`src/rtl/fifo_burst_reader.sv`:
```
// Read-side burst master for the 8-deep synchronous FIFO: drains a programmed number of words
// and forwards each one over a valid/ready handshake while accumulating a checksum.
module fifo_burst_reader #(
  parameter int unsigned DATA_WIDTH = 32,
  parameter int unsigned CNT_WIDTH  = 4
) (
  input  logic                  clk,
  input  logic                  reset_n,
  input  logic                  start,
  input  logic [CNT_WIDTH-1:0]  burst_len,
  input  logic                  fifo_empty,
  input  logic [DATA_WIDTH-1:0] fifo_d_out,
  input  logic                  fifo_rd_ack,
  input  logic                  fifo_rd_err,
  output logic                  fifo_rd_en,
  output logic [DATA_WIDTH-1:0] out_data,
  output logic                  out_valid,
  input  logic                  out_ready,
  output logic                  busy,
  output logic                  done,
  output logic [DATA_WIDTH-1:0] checksum,
  output logic [CNT_WIDTH-1:0]  words_read,
  output logic [CNT_WIDTH-1:0]  err_count
);

  localparam int unsigned MaxBurst = 8;
  localparam logic [CNT_WIDTH-1:0] MaxBurstCnt = CNT_WIDTH'(MaxBurst);
  localparam logic [CNT_WIDTH-1:0] ErrSat      = '1;

  typedef enum logic [2:0] {
    StIdle,
    StRead,
    StWait,
    StSend,
    StDone
  } state_e;

  state_e                state_q, state_d;
  logic [CNT_WIDTH-1:0]  remaining_q, remaining_d;
  logic [DATA_WIDTH-1:0] out_data_q, out_data_d;
  logic [DATA_WIDTH-1:0] checksum_q, checksum_d;
  logic [CNT_WIDTH-1:0]  words_read_q, words_read_d;
  logic [CNT_WIDTH-1:0]  err_count_q, err_count_d;
  logic [CNT_WIDTH-1:0]  len_clamped;

  // Requests beyond the FIFO depth can never complete, so cap them at a full drain.
  always_comb begin
    len_clamped = burst_len;
    if (burst_len > MaxBurstCnt) begin
      len_clamped = MaxBurstCnt;
    end
  end

  always_ff @(posedge clk or negedge reset_n) begin
    if (!reset_n) begin
      state_q      <= StIdle;
      remaining_q  <= '0;
      out_data_q   <= '0;
      checksum_q   <= '0;
      words_read_q <= '0;
      err_count_q  <= '0;
    end else begin
      state_q      <= state_d;
      remaining_q  <= remaining_d;
      out_data_q   <= out_data_d;
      checksum_q   <= checksum_d;
      words_read_q <= words_read_d;
      err_count_q  <= err_count_d;
    end
  end

  always_comb begin
    state_d      = state_q;
    remaining_d  = remaining_q;
    out_data_d   = out_data_q;
    checksum_d   = checksum_q;
    words_read_d = words_read_q;
    err_count_d  = err_count_q;

    unique case (state_q)
      StIdle: begin
        if (start) begin
          remaining_d  = len_clamped;
          checksum_d   = '0;
          words_read_d = '0;
          err_count_d  = '0;
          state_d      = (burst_len == '0) ? StDone : StRead;
        end
      end

      StRead: begin
        if (!fifo_empty) begin
          state_d = StWait;
        end
      end

      StWait: begin
        // Ack wins if both flags are seen; anything short of an ack means re-issue the read.
        if (fifo_rd_ack) begin
          out_data_d   = fifo_d_out;
          checksum_d   = checksum_q + fifo_d_out;
          words_read_d = words_read_q + 1'b1;
          remaining_d  = remaining_q - 1'b1;
          state_d      = StSend;
        end else begin
          if (fifo_rd_err && (err_count_q != ErrSat)) begin
            err_count_d = err_count_q + 1'b1;
          end
          state_d = StRead;
        end
      end

      StSend: begin
        if (out_ready) begin
          state_d = (remaining_q == '0) ? StDone : StRead;
        end
      end

      StDone: begin
        state_d = StIdle;
      end

      default: begin
        state_d = StIdle;
      end
    endcase
  end

  // Handshake outputs decode straight from state so reset clears them without a clock.
  always_comb begin
    fifo_rd_en = (state_q == StRead) && !fifo_empty;
    out_valid  = (state_q == StSend);
    busy       = (state_q != StIdle);
    done       = (state_q == StDone);
  end

  assign out_data   = out_data_q;
  assign checksum   = checksum_q;
  assign words_read = words_read_q;
  assign err_count  = err_count_q;

  a_rd_en_legal: assert property (@(posedge clk) disable iff (!reset_n)
      fifo_rd_en |-> (state_q == StRead) && !fifo_empty);

  a_send_hold: assert property (@(posedge clk) disable iff (!reset_n)
      (out_valid && !out_ready) |=> (out_valid && $stable(out_data)));

  a_done_pulse: assert property (@(posedge clk) disable iff (!reset_n)
      done |=> !done);

endmodule

```
`config.mk`:
```
export PLATFORM = sky130hd
export DESIGN_NAME = fifo_burst_reader
export DESIGN_NICKNAME = d
export VERILOG_FILES = /design/src/rtl/fifo_burst_reader.sv
export SDC_FILE = /design/constraint.sdc
export NUM_CORES = 1
export LEC_CHECK = 0
export ABC_CLOCK_PERIOD_IN_PS = 2700
export CAP_MARGIN = 20
export CORE_MARGIN = 2
export CORE_UTILIZATION = 24
export CTS_BUF_LIST = sky130_fd_sc_hd__clkbuf_4 sky130_fd_sc_hd__clkbuf_8
export DETAILED_ROUTE_END_ITERATION = 12
export GPL_TIMING_DRIVEN = 0
export PLACE_DENSITY = 0.53
export SLEW_MARGIN = 20
export SYNTH_ARGS = -nofsm -noshare
export SYNTH_HDL_FRONTEND = slang
export SYNTH_SLANG_ARGS = --single-unit
export TNS_END_PERCENT = 10
```
`constraint.sdc`:
```
create_clock -name clk -period 2.7 [get_ports clk]
set_input_delay 0.81 -clock clk [delete_from_list [all_inputs] [get_ports clk]]
set_output_delay 0.81 -clock clk [all_outputs]
set_load 0.01 [all_outputs]
```
# Word level (Yosys, flattened, before mapping)
# Cells that the tools add are included.
# word_totals
output_inout_bits,76
register_bits,79
# classes
reduce_logical,12
n_lt_le_gt_ge,1
n_addsub,4
eq_ne,11
muxes,20
# op_table
operator,n
32-bit two-way mux,2
32-bit one-hot mux with 2 select lines,1
32-bit adder,1
4-bit two-way mux,7
4-bit one-hot mux with 2 select lines,3
3-bit two-way mux,5
3-bit one-hot mux with 4 select lines,1
2-bit inequality test (second input constant),5
4-bit by 1-bit adder with 4-bit output (second input constant),2
4-bit logical NOT,2
3-bit by 2-bit == test with 1-bit output (second input constant),2
3-bit AND reduction,2
4-bit greater-than comparator (second input constant),1
4-bit inequality test (second input constant),1
4-bit AND reduction,1
4-bit by 1-bit subtractor with 4-bit output (second input constant),1
3-bit by 1-bit == test with 1-bit output (second input constant),1
3-bit == test (second input constant),1
3-bit logical NOT,1
3-bit nonzero test,1
1-bit logical AND,2
2-bit two-way mux,1
2-bit by 1-bit inequality test with 1-bit output (second input constant),1
2-bit AND reduction,1
other kinds (2),2

# Depth between registers and ports, before layout
# logic_depth
ltp_word,5
mapped_depth,11
mapped_depth_nobuf,11

# Worst setup path after synthesis
# Ideal clock, no wire load.
# synth_timing
path_type,input to register
startpoint,input port fifo_d_out[0]
endpoint,"register checksum_q[24], in the netlist checksum[24]"
slack_ns,-0.094
stages,11
path_buffers,0
required_time_ns,2.574
setup_ns,0.126
t_arrival_ns,2.668
cell_sequence,ha_1 -> inv_1 -> fa_1 -> nor2b_1 -> o211ai_1 -> a31oi_1 -> o211ai_1 -> nor2b_1 -> nor3_1 -> nor3_1 -> a221o_1
# synth_between
elab_chain_len,3
# synth_lines
item,line_no,rtl
start: declaration,12,"input logic [DATA_WIDTH-1:0] fifo_d_out,"
32-bit adder,101,checksum_d = checksum_q + fifo_d_out;
32-bit two-way mux,99,if (fifo_rd_ack) begin
32-bit one-hot mux with 2 select lines,80,unique case (state_q)
end signal: assignment,66,checksum_q <= checksum_d;
end: declaration,41,"logic [DATA_WIDTH-1:0] checksum_q, checksum_d;"
# Every way passes these cells. The select of a mux whose other input is x is not followed.
# A chain may end at the register's enable or synchronous reset.

# Worst setup path after layout
# layout_timing
startpoint,input port fifo_d_out[2]
endpoint,"register checksum_q[24], in the netlist checksum[24]"
# The elaborated chain is that of the path after synthesis.

==> results.md <==
- IO Count: 119
- H-tree depth: 3
- YS warnings: 0
- Critical Path RT: 2970 ps
- Worst setup margin: 47.8 ps
- Synth top area cells: dfrtp_1 40%, nand2_1 12%, ha_1 8.6%
- First-pass GRT wire length: 26100 um
- Worst-case headroom to the max-slew limit: 49.6%
- GRT Total Usage: 15.4%
- Flop-to-flop setup slack: 200 ps
- CP max FO: 4
- Count leader, synth: nand2_1
- Clock Sinks: 79
- Die height: 148 um
- Largest net degree at the start of global routing: 46
- Clk slew on worst S/H paths: 90 ps
- TritonCTS clock tree: built
- FP Rows: 52
- Total routed wirelength: 16300 um
- Final period util: 98.2%
- Avg Synthesized Cell Area: 8.42 um^2
- Clk_lat worst skew: 390 ps
- #FFs+latches synth: 79
- R2r endpoint: checksum[24]
- Leakage: 3.26 nW
- Worst Clk Skew: 12.5 ps
- Max Fclk: 377 MHz
- Die area: 21800 um^2
- Nets@finish: 805
- Via count of the first global-routing pass: 4687
- Final Max Slew Viols: 0
- Ys async rst share: 100%
- Layout area overhead: 47.7%
- Post-synthesis cell type count: 58
- Net Count, Synth: 667
- WP data arrival: 2920 ps
- Starting Density: 24.5%
- Hold-fix buffers, CTS: 0
- DR vias: 4651
- Via density: 4.64
- VDD IR max: 0.343 mV
- GR peak layer: met2
- Initial antenna violation count: 0
- Startpoint Class: input pin
- Met2 Use GR: 25.1%
- RSZ-0062 raised after global routing: yes
- Area post-placement: 6510 um^2
- Post-synthesis sequential area ratio: 39.9%
- CTS Buffer Depth: 2
- Crit path launch: fifo_d_out[2]
- Core area: 20200 um^2
- Hold slack: 380 ps
- Total CTS buffers: 9
- Mapped cell area: 4960 um^2
- RePlAce Congestion: 0.867
- Final hold violation count: 0
- Finished layout cell area: 7320 um^2
- Pre-CTS setup slack: -951 ps
- Synth Instances: 589
- Routed Antenna Nets: 0
- EDFF count, synth: 0
- Critical path class: input pin to flip-flop
- Period minus WS final: 2650 ps
- Root buffer cell: clkbuf_8
- Top cell type's share of synthesized area: 39.9%
- Port Buffers: 118
- Gr ovfl total: 0
- Worst reg2reg startpoint: checksum[0]
- Max cap viols: 0
- Number of diodes: 0
- Post-DP HPWL: 11800 um
- HP Class: input pin to async pin
- DRC violations left: 0
- Met3 Usage GRT: 3.80%
- Synth Flop Type: dfrtp_1
- CP Capture Type: flip-flop
- Initial DRC count: 239
- Pwr Density: 937 nW/um^2
- GR Util met1: 20.5%
- Run status: complete, no violations
- Synth cell count leaders: 152 x nand2_1, 79 x dfrtp_1, 49 x o21ai_0, 39 x a21oi_1, 34 x ha_1
- Reg2reg path depth: 12
- Routed WL per cell: 16.2 um
- Die width: 148 um
- DR pass1 iterations: 4
- Share of cells above drive strength 1: 15.6%
- Final setup violating endpoints: 0
- Post-synth top area cell: dfrtp_1
- Slew @ Worst Pin: 756 ps
-- layout by cell type, fill, tap and decap left out, drive strengths merged, types with 3 or more instances in the layout --
| cell | count |
|---|---|
| nor3 | 11 |
| nor3b | 3 |
| clkdlybuf4s50 | 94 |
| clkbuf | 24 |
| o211ai | 8 |
| ha | 34 |
| dlymetal6s2s | 19 |
| buf | 24 |
| inv | 19 |
| nand3 | 12 |
| o21ai | 55 |
| nor2 | 27 |
| a22o | 7 |
| nor2b | 7 |
| nand4 | 11 |
| xnor2 | 19 |
| xor2 | 11 |
| a21oi | 40 |
| dfrtp | 79 |
| a21o | 10 |
| nand2 | 152 |
| a211oi | 4 |
| o31ai | 4 |
| and2 | 4 |
| a31oi | 7 |
| o21bai | 3 |
| nand2b | 5 |
| and3 | 4 |
-- report_power, final --
| group | leakage, nW | switching, mW | total, mW | internal, mW |
|---|---|---|---|---|
| Clock | 0.113 | 0.490 | 1.05 | 0.557 |
| Sequential | 1.03 | 0.348 | 1.96 | 1.61 |
| Combinational | 2.12 | 1.96 | 3.85 | 1.89 |
-- how the worst max path moves through the flow --
stage | end | slack, ps
6_report | checksum[24] | 50
5_1_grt | checksum[24] | -50
4_1_cts | checksum[31] | -180
3_5_place_dp | checksum[24] | -950
3_3_place_gp | out_data[18] | -2430
2_1_floorplan | checksum[24] | 6
-- logic make-up (layout without fill, tap and decap cells) --
family,after synthesis,count (layout),synth area share [%]
AOI/OAI and AO/OA,154,154,19.1
xor gates and xnor gates,30,30,5.30
adders and majority gates,35,35,8.98
buffers and inverters,45,188,4.49
DFF,79,79,39.9
muxes,3,3,0.631
and+or+nand+nor,243,243,21.7
-- layout make-up --
type | instances | area (um^2)
sequential | 79 | 1980
fill | 2106 | 12900
buffer | 22 | 138
inverter | 19 | 71.3
clock buffer | 11 | 145
tap | 270 | 338
multi-input combinational | 465 | 3240
clock inverter | 5 | 81.3
timing repair buffer | 131 | 1340
-- critical path, stage by stage --
cell           delay, ps
dlygate4sd2_1        280
ha_4                 260
nor2b_2              150
o211ai_1             260
a31oi_2              170
o211ai_1             180
buf_4                150
nor2b_4              170
nor3_4                70
buf_4                140
a221o_1              280
-- layer usage --
layer / vias to the layer above / wire [um]
met2: 124 / 7570
met1: 2184 / 7490
met3: 14 / 1010
met5: - / 0
met4: 0 / 195
li1: 2329 / -
-- per-stage QoR --
step / utilization, % / cells / TNS [ps] / total power [mW]
global placement: 32.1 / 977 / -210050 / 5.38
finish: 36.2 / 1002 / 0 / 6.86
detailed placement: 32.2 / 978 / -18970 / 5.41
CTS: 34.1 / 999 / -1290 / 6.62
floorplan: - / 589 / 0 / 3.91
global route: 36.2 / 1002 / -225 / 7.46
-- state kept, by name, summed over array words and instances, names as in the netlist --
register     flops
checksum        32
out_data        32
err_count        4
remaining_q      4
words_read       4
state_q          3
-- repair_timing --
item / 4_1_cts / 5_1_grt
setup endpoints to repair: 22 / 20
pin swaps: 11 / 25
setup buffers: 5 / 7
resized for setup: 29 / 90
Note: power is estimated with default switching activity, not from simulation.
